## config.mk

```make
export PLATFORM = sky130hd
export DESIGN_NAME = sha_digest_writeback
export DESIGN_NICKNAME = d
export VERILOG_FILES = /design/src/rtl/sha_digest_writeback.sv
export SDC_FILE = /design/constraint.sdc
export NUM_CORES = 1
export LEC_CHECK = 0
export ABC_AREA = 1
export BUFFER_PORTS_ARGS = -buffer_cell sky130_fd_sc_hd__buf_4
export CAP_MARGIN = 20
export CORE_UTILIZATION = 50
export DETAILED_ROUTE_END_ITERATION = 12
export PLACE_DENSITY = 0.7
export SYNTH_ARGS = -nofsm -noshare
export SYNTH_HDL_FRONTEND = slang
export SYNTH_SLANG_ARGS = --single-unit
```

## constraint.sdc

```tcl
create_clock -name clk -period 2.15 [get_ports clk]
set_clock_uncertainty 0.05 [all_clocks]
set_input_delay 0.43 -clock clk [delete_from_list [all_inputs] [get_ports clk]]
set_output_delay 0.43 -clock clk [all_outputs]
set_load 0.02 [all_outputs]
```

## src/rtl/sha_digest_writeback.sv

```systemverilog
// sha_digest_writeback: captures a finished SHA digest and writes it to data
// memory as DIGEST_W/WORD_W words, most-significant word first, starting at a
// runtime base address. Uses a ready/valid write handshake and has a one-deep
// pending-digest slot, a done pulse and an overrun pulse.
// Optional build macro: SHA_WB_BYTESWAP_EN (byte-reverse each written word).
module sha_digest_writeback #(
  parameter int unsigned DIGEST_W  = 256,
  parameter int unsigned WORD_W    = 32,
  parameter int unsigned ADDR_W    = 32,
  parameter int unsigned ADDR_STEP = 4
) (
  input  logic                clk,
  input  logic                reset,
  input  logic                start,
  input  logic [DIGEST_W-1:0] digest_in,
  input  logic [ADDR_W-1:0]   base_addr,
  input  logic                mem_ready,
  output logic                mem_we,
  output logic [ADDR_W-1:0]   mem_addr,
  output logic [WORD_W-1:0]   mem_wdata,
  output logic                busy,
  output logic                done,
  output logic                overrun
);

  localparam int unsigned NWORDS = DIGEST_W / WORD_W;
  localparam int unsigned IDX_W  = (NWORDS > 1) ? $clog2(NWORDS) : 1;
  localparam logic [IDX_W-1:0]  LAST_IDX = IDX_W'(NWORDS - 1);
  localparam logic [ADDR_W-1:0] STEP     = ADDR_W'(ADDR_STEP);

  typedef enum logic [1:0] {
    IDLE  = 2'd0,
    WRITE = 2'd1,
    DONE  = 2'd2
  } state_e;

  state_e              state_q, state_d;
  logic [IDX_W-1:0]    idx_q, idx_d;
  logic [DIGEST_W-1:0] dig_q, dig_d;
  logic                pend_v_q, pend_v_d;
  logic [DIGEST_W-1:0] pend_dig_q, pend_dig_d;
  logic [ADDR_W-1:0]   pend_base_q, pend_base_d;
  logic                mem_we_q, mem_we_d;
  logic [ADDR_W-1:0]   mem_addr_q, mem_addr_d;
  logic [WORD_W-1:0]   mem_wdata_q, mem_wdata_d;
  logic                busy_q, busy_d;
  logic                done_q, done_d;
  logic                overrun_q, overrun_d;

  // Select word i of a digest (word 0 is the most-significant) and apply the
  // optional byte reversal for little-endian memory images.
  function automatic logic [WORD_W-1:0] word_of(input logic [DIGEST_W-1:0] d,
                                                 input logic [IDX_W-1:0]    i);
    logic [WORD_W-1:0] w;
    logic [WORD_W-1:0] r;
    w = '0;
    for (int unsigned k = 0; k < NWORDS; k++) begin
      if (i == IDX_W'(k)) w = d[DIGEST_W-1-k*WORD_W -: WORD_W];
    end
`ifdef SHA_WB_BYTESWAP_EN
    r = '0;
    for (int unsigned b = 0; b < WORD_W/8; b++) begin
      r[8*b +: 8] = w[WORD_W-8-8*b +: 8];
    end
`else
    r = w;
`endif
    return r;
  endfunction

  // Next-state and next-output logic.
  always_comb begin
    state_d     = state_q;
    idx_d       = idx_q;
    dig_d       = dig_q;
    pend_v_d    = pend_v_q;
    pend_dig_d  = pend_dig_q;
    pend_base_d = pend_base_q;
    mem_we_d    = mem_we_q;
    mem_addr_d  = mem_addr_q;
    mem_wdata_d = mem_wdata_q;
    done_d      = 1'b0;
    overrun_d   = 1'b0;

    case (state_q)
      IDLE: begin
        if (pend_v_q) begin
          // Drain the pending slot; a same-cycle start refills it.
          dig_d       = pend_dig_q;
          idx_d       = '0;
          state_d     = WRITE;
          mem_we_d    = 1'b1;
          mem_addr_d  = pend_base_q;
          mem_wdata_d = word_of(pend_dig_q, '0);
          pend_v_d    = start;
          if (start) begin
            pend_dig_d  = digest_in;
            pend_base_d = base_addr;
          end
        end else if (start) begin
          dig_d       = digest_in;
          idx_d       = '0;
          state_d     = WRITE;
          mem_we_d    = 1'b1;
          mem_addr_d  = base_addr;
          mem_wdata_d = word_of(digest_in, '0);
        end
      end
      WRITE: begin
        mem_we_d = 1'b1;
        if (mem_ready) begin
          if (idx_q == LAST_IDX) begin
            state_d  = DONE;
            mem_we_d = 1'b0;
            done_d   = 1'b1;
          end else begin
            idx_d       = idx_q + IDX_W'(1);
            mem_addr_d  = mem_addr_q + STEP;
            mem_wdata_d = word_of(dig_q, idx_q + IDX_W'(1));
          end
        end
      end
      DONE: begin
        state_d  = IDLE;
        mem_we_d = 1'b0;
      end
      default: begin
        state_d  = IDLE;
        mem_we_d = 1'b0;
      end
    endcase

    // Requests arriving while a transfer is in flight go to the slot or are dropped.
    if (start && (state_q != IDLE)) begin
      if (!pend_v_q) begin
        pend_v_d    = 1'b1;
        pend_dig_d  = digest_in;
        pend_base_d = base_addr;
      end else begin
        overrun_d = 1'b1;
      end
    end

    busy_d = (state_d != IDLE) || pend_v_d;
  end

  // State and output registers with synchronous reset.
  always_ff @(posedge clk) begin
    if (reset) begin
      state_q     <= IDLE;
      idx_q       <= '0;
      dig_q       <= '0;
      pend_v_q    <= 1'b0;
      pend_dig_q  <= '0;
      pend_base_q <= '0;
      mem_we_q    <= 1'b0;
      mem_addr_q  <= '0;
      mem_wdata_q <= '0;
      busy_q      <= 1'b0;
      done_q      <= 1'b0;
      overrun_q   <= 1'b0;
    end else begin
      state_q     <= state_d;
      idx_q       <= idx_d;
      dig_q       <= dig_d;
      pend_v_q    <= pend_v_d;
      pend_dig_q  <= pend_dig_d;
      pend_base_q <= pend_base_d;
      mem_we_q    <= mem_we_d;
      mem_addr_q  <= mem_addr_d;
      mem_wdata_q <= mem_wdata_d;
      busy_q      <= busy_d;
      done_q      <= done_d;
      overrun_q   <= overrun_d;
    end
  end

  assign mem_we    = mem_we_q;
  assign mem_addr  = mem_addr_q;
  assign mem_wdata = mem_wdata_q;
  assign busy      = busy_q;
  assign done      = done_q;
  assign overrun   = overrun_q;

endmodule

```

== Yosys cells after proc, flatten, opt, wreduce, memory -nomap -nowiden ==
Cells that the tools add are included.

* Input port bits: 292
* Bits in writable memories: 0
* Bits in registers: 618
* Logic and storage cells: 92
* Memories: 0
* Output and inout port bits: 68
* Latch bits: 0
* Bits in read-only memories: 0

* $lt $le $gt $ge: 0
* Reduce and logical (&&, ||, !) cells: 12
* Add/sub/neg operators: 2
* Shift-type cells: 0
* Muxes and demuxes: 51
* Multiply operators: 0
* Eq/ne operators: 12
* Div/mod/pow operators: 0
* Bitwise logic cells: 3

{| class="wikitable"
|+ Operator list
! operator !! count
|-
| 256-bit 2-to-1 mux || 7
|-
| 32-bit 2-to-1 mux || 21
|-
| 32-bit one-hot mux with 2 select lines || 2
|-
| 32-bit by 3-bit adder with 32-bit output, second input constant || 1
|-
| 3-bit equality test, second input constant || 5
|-
| 3-bit 2-to-1 mux || 4
|-
| 1-bit 2-to-1 mux || 10
|-
| 2-bit 2-to-1 mux || 4
|-
| 2-bit nonzero test || 4
|-
| 3-bit by 2-bit equality test with 1-bit output, second input constant || 2
|-
| 3-bit one-hot mux with 2 select lines || 1
|-
| 2-bit inequality test, second input constant || 2
|-
| 2-bit one-hot mux with 2 select lines || 1
|-
| 4-bit AND reduction || 1
|-
| 3-bit by 1-bit adder with 3-bit output, second input constant || 1
|-
| 3-bit by 1-bit equality test with 1-bit output, second input constant || 1
|-
| 3-bit zero test || 1
|-
| 3-bit inequality test, second input constant || 1
|-
| 1-bit inverter || 3
|-
| 3-bit OR reduction || 1
|-
| 2-bit by 1-bit equality test with 1-bit output, second input constant || 1
|-
| 2-bit zero test || 1
|-
| 1-bit one-hot mux with 2 select lines || 1
|-
| 2-bit AND reduction || 1
|-
| other kinds (3) || 3
|}

== Longest topological paths before layout ==
Gate-level depths: netlist of the first run.

* Word-level depth: 13
* Gate-level depth with buffers: 14
* Gate-level depth less buffers: 12

== Least setup slack after synthesis of the first run ==
OpenSTA, ideal clock, no wires.

* Kind: reg2reg
* From: register idx_q[0]
* To: register mem_wdata_q[10] (netlist: mem_wdata[10])
* Setup time: 119 ps
* Clock period less this slack: 1,959 ps
* Slack: 191 ps
* Data arrival time: 1,790 ps
* Required time: 1,981 ps
* Path buffers: 1
* Stages on the path, launching flop included: 14
* Path through: dfxtp_1 -> ha_1 -> ha_1 -> nand2_1 -> clkbuf_1 -> nand2_1 -> nand3_1 -> nand2_1 -> nand3_1 -> nand3_1 -> nand2_1 -> nand2_1 -> nand2_1 -> a21oi_1

* Word-level cells in the longest chain between the ends: 13
* Elaborated cells on any way between the ends: 23
* Those cells by class: add/sub: 1; eq/ne: 9; mux: 11; reduce/logical: 2

{| class="wikitable"
|+ RTL lines
! element !! RTL line !! RTL
|-
| start, declared || 38 || <nowiki>logic [IDX_W-1:0] idx_q, idx_d;</nowiki>
|-
| start signal, assigned || 164 || <nowiki>idx_q <= idx_d;</nowiki>
|-
| 3-bit by 1-bit adder with 3-bit output || 119 || <nowiki>mem_wdata_d = word_of(dig_q, idx_q + IDX_W'(1));</nowiki>
|-
| 3-bit zero test || 58 || <nowiki>if (i == IDX_W'(k)) w = d[DIGEST_W-1-k*WORD_W -: WORD_W];</nowiki>
|-
| 32-bit 2-to-1 mux (8 in a row) || 58 ||
|-
| 32-bit 2-to-1 mux || 112 || <nowiki>if (idx_q == LAST_IDX) begin</nowiki>
|-
| 32-bit 2-to-1 mux || 111 || <nowiki>if (mem_ready) begin</nowiki>
|-
| 32-bit one-hot mux with 2 select lines || 85 || <nowiki>case (state_q)</nowiki>
|-
| end signal, assigned || 171 || <nowiki>mem_wdata_q <= mem_wdata_d;</nowiki>
|-
| end, declared || 45 || <nowiki>logic [WORD_W-1:0] mem_wdata_q, mem_wdata_d;</nowiki>
|}

Several ways; a longest one is shown, not always the timed one. The select of a mux whose other input is x is not followed.
A chain may end at the register's enable or synchronous reset.

== Final worst setup path of the first run ==
* From: register idx_q[0]
* To: register mem_wdata_q[8] (netlist: mem_wdata[8])

The elaborated chain is that of the path after synthesis.

==> impl_metrics.csv, run 1 <==
group,metric,value,unit
status,status,"finished clean",
logic_synthesis,synth_edf_count,0,
worst_setup_path,crit_chain,"ha_4 > ha_4 > nand2_4 > buf_12 > buf_4 > or2_2 > nand3_2 > nand3_2 > nand2_1 > nand2_1 > nand2_1 > a21oi_1",
global_route,grt_max_degree,138,
timing,relSlewSlack,35.9,%
final_layout,seqCellArea,12400,sq um
timing,worst_pin_slew,961,ps
final_layout,nets,4738,
worst_setup_path,worst_path_max_delay_cell,"ha_4",
logic_synthesis,synth_fp_nets,4402,
placed_design,gp_congestion,1.06,
worst_setup_path,cpPeakStageDelay,350,ps
clock_tree,h-tree-depth,3,
clock_tree,clock_latency,620,ps
routing,wirelength,101,mm
routing,viasPerCell,5.52,
routing,via_count,28900,
timing,rsz0062_at_grt,"yes",
worst_setup_path,crit_path_end_kind,"flop",
worst_setup_path,critical_path_class,"flop to flop",
worst_setup_path,critPathArrivalTime,2590,ps
routing,wl_per_cell,19.2,um
floorplan,die_h,240,um
pwr,irDropWorstVdd,662,uV
clock_tree,cts_root_buf,"clkbuf_16",
pwr,leakagePower,0.0158,uW
floorplan,initial_core_util,50.9,%
timing,min_period_over_period,99.1,%
logic_synthesis,yosysMostFrequentCell,"nand2_1",
logic_synthesis,synth_seq_area_share,43.9,%
placed_design,dp_hpwl,69.3,mm
pwr,power_density,914,nW/um^2
worst_setup_path,path_max_fanout,13,
placed_design,dp.cells,4986,
logic_synthesis,synth_area_leaders,"dfxtp_1 44%, o21ai_0 11%, nand2_1 11%, nor2_1 7.9%, a31oi_1 4.5%",
routing,route.met2.wl,45.7,mm
timing,finalSetupViolations,0,
global_route,antenna_found_initial,2,
global_route,grt_pass1_wl,153,mm
logic_synthesis,yosys-top-cells-count,"852 x nand2_1, 645 x o21ai_0, 618 x dfxtp_1",
routing,drc,0,
final_layout,layout-area-overhead-vs-synth,25.8,%
routing,wl_met1,42.9,mm
clock_tree,cts.sinks,618,
global_route,first_global_vias,26100,
clock_tree,cts_buffer_depth,3,
routing,top_layer,"met4",
global_route,grt-ovfl-total,0,
routing,drt_iter0_markers,3233,
worst_setup_path,crit_top_cell,"nand2_1",
logic_synthesis,synth_top_area_share,43.9,%
timing,slew_viol_final,0,
logic_synthesis,async_reset_ff_share,0,%
logic_synthesis,synth_top_area_cell,"dfxtp_1",
final_layout,n_fill_cell,5057,
logic_synthesis,ys_warn_count,0,
floorplan,die-area,57400,sq um
floorplan,die_w,240,um
final_layout,final_cell_count_no_fill,5238,
clock_tree,tritoncts,"built",
logic_synthesis,synth_area,28200,sq um
timing,fmax,0.469,GHz
logic_synthesis,ys_types,36,
logic_synthesis,synth_flop_cell,"dfxtp_1",
final_layout,multi_input_area,13500,sq um
pwr,p_total,32500,uW
routing,first_pass_iters,6,
global_route,grt_usage,34.4,%
logic_synthesis,synth.avg_cell_area,6.88,sq um
clock_tree,numCtsBuffers,66,
clock_tree,path_clk_slew,60,ps
floorplan,rows,86,
floorplan,ioPinCount,360,
logic_synthesis,ys_ff_latch,618,
worst_setup_path,start_kind,"flop",
timing,finalHoldViolations,0,
routing,wl_met3,7.28,mm
job,drv_cap,0,
logic_synthesis,synthCells,4102,
placed_design,io_buffer_count,359,
worst_hold_path,hp-class,"input port to flop",
worst_setup_path,cp.required,2610,ps
timing,period_minus_slack,2130,ps
final_layout,drive_gt1_share,15.0,%
floorplan,coreArea,55400,sq um
routing,drtAntennaViolNets,0,
## path summary, 6_finish.rpt
kind                                                  from                    endpoint  slack [ps]  cells after the start
worst max-delay path                 idx_q[0]$_SDFFE_PP0P_   mem_wdata[8]$_SDFFE_PP0P_          20                     12
worst min-delay path                         digest_in[30]   pend_dig_q[30]$_SDFF_PP0_          10                      3
worst max register to register       idx_q[0]$_SDFFE_PP0P_   mem_wdata[8]$_SDFFE_PP0P_          20                     12
worst min register to register  pend_dig_q[196]$_SDFF_PP0_  pend_dig_q[196]$_SDFF_PP0_         410                      2
## critical path: cells and delay by family (launching register included)
kind	cells	cell delay, ps
compound gates	1	50
fa+ha+maj	2	530
buf+inv	2	290
flops	1	340
simple gates	7	760
## cells by family (layout without fill, tap and decap cells)
logic type / count (synthesis) / in the layout / share of synthesized area (%)
compound gates: 1142 / 1142 / 22.2
xor+xnor: 17 / 17 / 0.528
fa+ha+maj: 8 / 8 / 0.355
buf+inv: 613 / 997 / 9.01
flops: 618 / 618 / 43.9
other cells: 0 / 4 / 0
simple gates: 1704 / 1704 / 24.1
## state kept, by name (all words and copies together) (netlist names)
signal	count
idx_q	3
dig_q	256
mem_addr	32
mem_we	1
mem_wdata	32
state_q	2
overrun	1
pend_base_q	32
pend_v_q	1
busy	1
done	1
pend_dig_q	256
## metrics by stage
stage               setup TNS (ps)  hold slack [ps]  setup WS [ps]  instance area, sq um  utilization (%)
floorplan                        0              379            191                 28200                -
global placement             -1290              394           -108                 31800             57.3
detailed placement           -1770              398           -142                 31800             57.3
CTS                              0           0.0435           12.8                 35100             63.4
global route                  -319             6.57          -39.8                 35500             64.1
finish                           0             11.8           18.5                 35500             64.1
## timing repair
item                                    in CTS  in global routing
endpoints found under the hold margin      120                  0
gates resized for setup                      4                 49
endpoints found under the setup margin      26                 43
setup buffers                                0                 10
pin swaps                                    0                  6
hold buffers                               120                  0
gates cloned                                 0                  3
## report_power, final
| group | total (uW) | internal, uW | switching [uW] |
|---|---|---|---|
| combinational | 7310 | 2850 | 4460 |
| sequential | 13700 | 12700 | 960 |
| clock | 11500 | 6640 | 4840 |
| total | 32500 | 22200 | 10300 |
## cells in the final DEF, fill, tap and decap left out, drive strengths merged, types with 2 or more instances in the layout
cell and n:
nand4 4, nand2 855, clkinv 10, o21bai 2, clkbuf 101, o21ai 664
a21oi 168, o21a 31, or2 32, bufinv 3, dlygate4sd3 120, xor2 11
diode 4, nor2 594, inv 279, nand3 201, nand3b 4, xnor2 6
a211oi 70, buf 483, dfxtp 618, nor3 13, a31oi 205, ha 8
## area by class of cell
type                       instances  share of cell area (%)
clock inverter                    18                   0.578
sequential                       618                    34.9
clock buffer                      98                    5.47
multi-input combinational       2871                    38.0
antenna                            4                  0.0282
timing repair buffer             606                    15.5
tap                              748                    2.64
inverter                         275                    2.97
## metal layers
| metal | GRT usage (%) | up-vias |
|---|---|---|
| li1 | - | 14200 |
| met2 | 54.2 | 1198 |
| met3 | 4.76 | 234 |
| met4 | 16.5 | 0 |
| met5 | 0 | - |
| met1 | 46.5 | 13300 |
Note: power is estimated with default switching activity, not from simulation.
==> inputs of run 2 (changes only) <==
Settings changed: CORE_UTILIZATION 50 to 35, PLACE_DENSITY 0.7 to unset.
==> run 2 against run 1 <==
Hold slack improved by 4.3 ps. Routed wire length increased by 5.5%. Register-to-register slack about the same. Critical path depth increased by 2. Clock power increased by 8%. Largest power group unchanged. Largest cell class unchanged. Sequential power about the same.
==> impl_metrics.csv, run 2 (same netlist as run 1, synthesis figures left out) <==
group,metric,value,unit
global_route,grt-ovfl-total,0,
routing,drc,0,
floorplan,die_w,286,um
floorplan,coreArea,79400,sq um
final_layout,reg_top3,"dig_q x256, pend_dig_q x256",
global_route,antenna_found_initial,1,
global_route,first_global_vias,26100,
clock_tree,tritoncts,"built",
routing,first_pass_iters,6,
worst_setup_path,start_kind,"flop",
routing,via_count,28300,
pwr,p_total,33700,uW
pwr,leakagePower,0.0159,uW
final_layout,layout-area-overhead-vs-synth,28.4,%
worst_setup_path,critPathArrivalTime,2590,ps
floorplan,initial_core_util,35.5,%
routing,drtAntennaViolNets,0,
timing,setup_ws,18.9,ps
routing,viasPerCell,5.10,
timing,period_minus_slack,2130,ps
final_layout,nets,4732,
placed_design,io_buffer_count,359,
pwr,power_density,931,nW/um^2
final_layout,fin_area,36200,sq um
clock_tree,cts_buffer_depth,3,
worst_setup_path,crit_path_end_kind,"flop",
timing,slew_viol_final,0,
placed_design,gp_congestion,0.929,
floorplan,rows,103,
clock_tree,cts_root_buf,"clkbuf_16",
floorplan,die-area,81700,sq um
clock_tree,numCtsBuffers,70,
routing,wirelength,106,mm
floorplan,ioPinCount,360,
worst_setup_path,critical_path_class,"flop to flop",
routing,drt_iter0_markers,2930,
timing,rsz0062_at_grt,"yes",
status,status,"finished clean",
timing,worst_pin_slew,761,ps
placed_design,dp_hpwl,73.8,mm
timing,relSlewSlack,49.3,%
placed_design,place_ws,-277,ps
worst_hold_path,hp-class,"input port to flop",
timing,min_period_over_period,99.1,%
timing,finalSetupViolations,0,
final_layout,final_util,45.6,%
global_route,grt_usage,25.1,%
global_route,grt_pass1_wl,160,mm
placed_design,placed_cell_area,32200,sq um
job,drv_cap,0,
final_layout,mostFrequentLayoutCells,"817 x nand2_1, 642 x o21ai_0, 615 x dfxtp_1",
final_layout,drive_gt1_share,16.1,%
pwr,irDropWorstVdd,662,uV
timing,fmax,0.469,GHz
floorplan,die_h,286,um
timing,finalHoldViolations,0,
global_route,grt_max_degree,129,
clock_tree,path_clk_slew,60,ps
worst_setup_path,path_max_fanout,8,
clock_tree,h-tree-depth,3,
final_layout,final_common_cell,"nand2_1",
clock_tree,clock_latency,620,ps
routing,wl_per_cell,19.2,um
clock_tree,cts.sinks,618,
worst_setup_path,cp.required,2610,ps
## run 2: changes by cell type in the layout (fill, tap and decap cells not counted), sizes merged, moves of 2 or more
cell    change
buf         -8
clkbuf      +5
diode       -3
bufinv      +2
inv         -2
## run 2: final timing paths
path / startpoint / end / slack, ps / cells after the start
max: idx_q[0]$_SDFFE_PP0P_ / mem_wdata[16]$_SDFFE_PP0P_ / 20 / 14
min: digest_in[29] / pend_dig_q[29]$_SDFF_PP0_ / 20 / 3
max reg2reg: idx_q[0]$_SDFFE_PP0P_ / mem_wdata[16]$_SDFFE_PP0P_ / 20 / 14
min reg2reg: pend_dig_q[199]$_SDFF_PP0_ / pend_dig_q[199]$_SDFF_PP0_ / 410 / 2
## run 2: layout make-up
class | count | area, sq um
diodes | 1 | 2.50
repair buffers | 596 | 5430
fillers | 8154 | 43200
inverters | 275 | 1060
multi-input cells | 2871 | 13700
flip-flops and latches | 618 | 12400
clock inverters | 20 | 254
well taps | 1050 | 1310
clock buffers | 104 | 2120
## run 2: critical path, stage by stage, from the launching register on
cell and delay (ps):
dfxtp_2 340, ha_4 170, ha_4 300, buf_6 140, nand2_4 80, buf_8 140
buf_8 130, nand3_1 90, nand2_1 80, nand3_2 90, nand3_2 80, nand2_2 110
nand2_1 90, nand2_1 60, a21oi_1 50
## run 2: layer usage
metal	global-route usage, %	routed length (um)
met5	0	0
met4	7.51	2940
met3	3.29	6510
met2	40.9	49400
met1	34.6	47400
## run 2: stage by stage
stage               instances  hold slack (ps)  TNS (ps)
floorplan                4102              379         0
global placement         5285              394     -1610
detailed placement       5285              401     -1860
CTS                      5528           0.0368     -22.4
global route             5534             10.5      -217
finish                   5535             16.1         0
## run 2: timing repair
item,in CTS,in global routing
hold buffers,119,0
setup buffers,0,4
pin swaps,2,15
cloned,0,2
hold endpoints to repair,119,0
endpoints found under the setup margin,20,26
resized for setup,22,86
## run 2: where the power goes
part | switching (uW) | internal (uW) | total [uW]
clock | 4980 | 7450 | 12400
combinational | 4790 | 2900 | 7700
sequential | 884 | 12700 | 13600
total | 10700 | 23100 | 33700
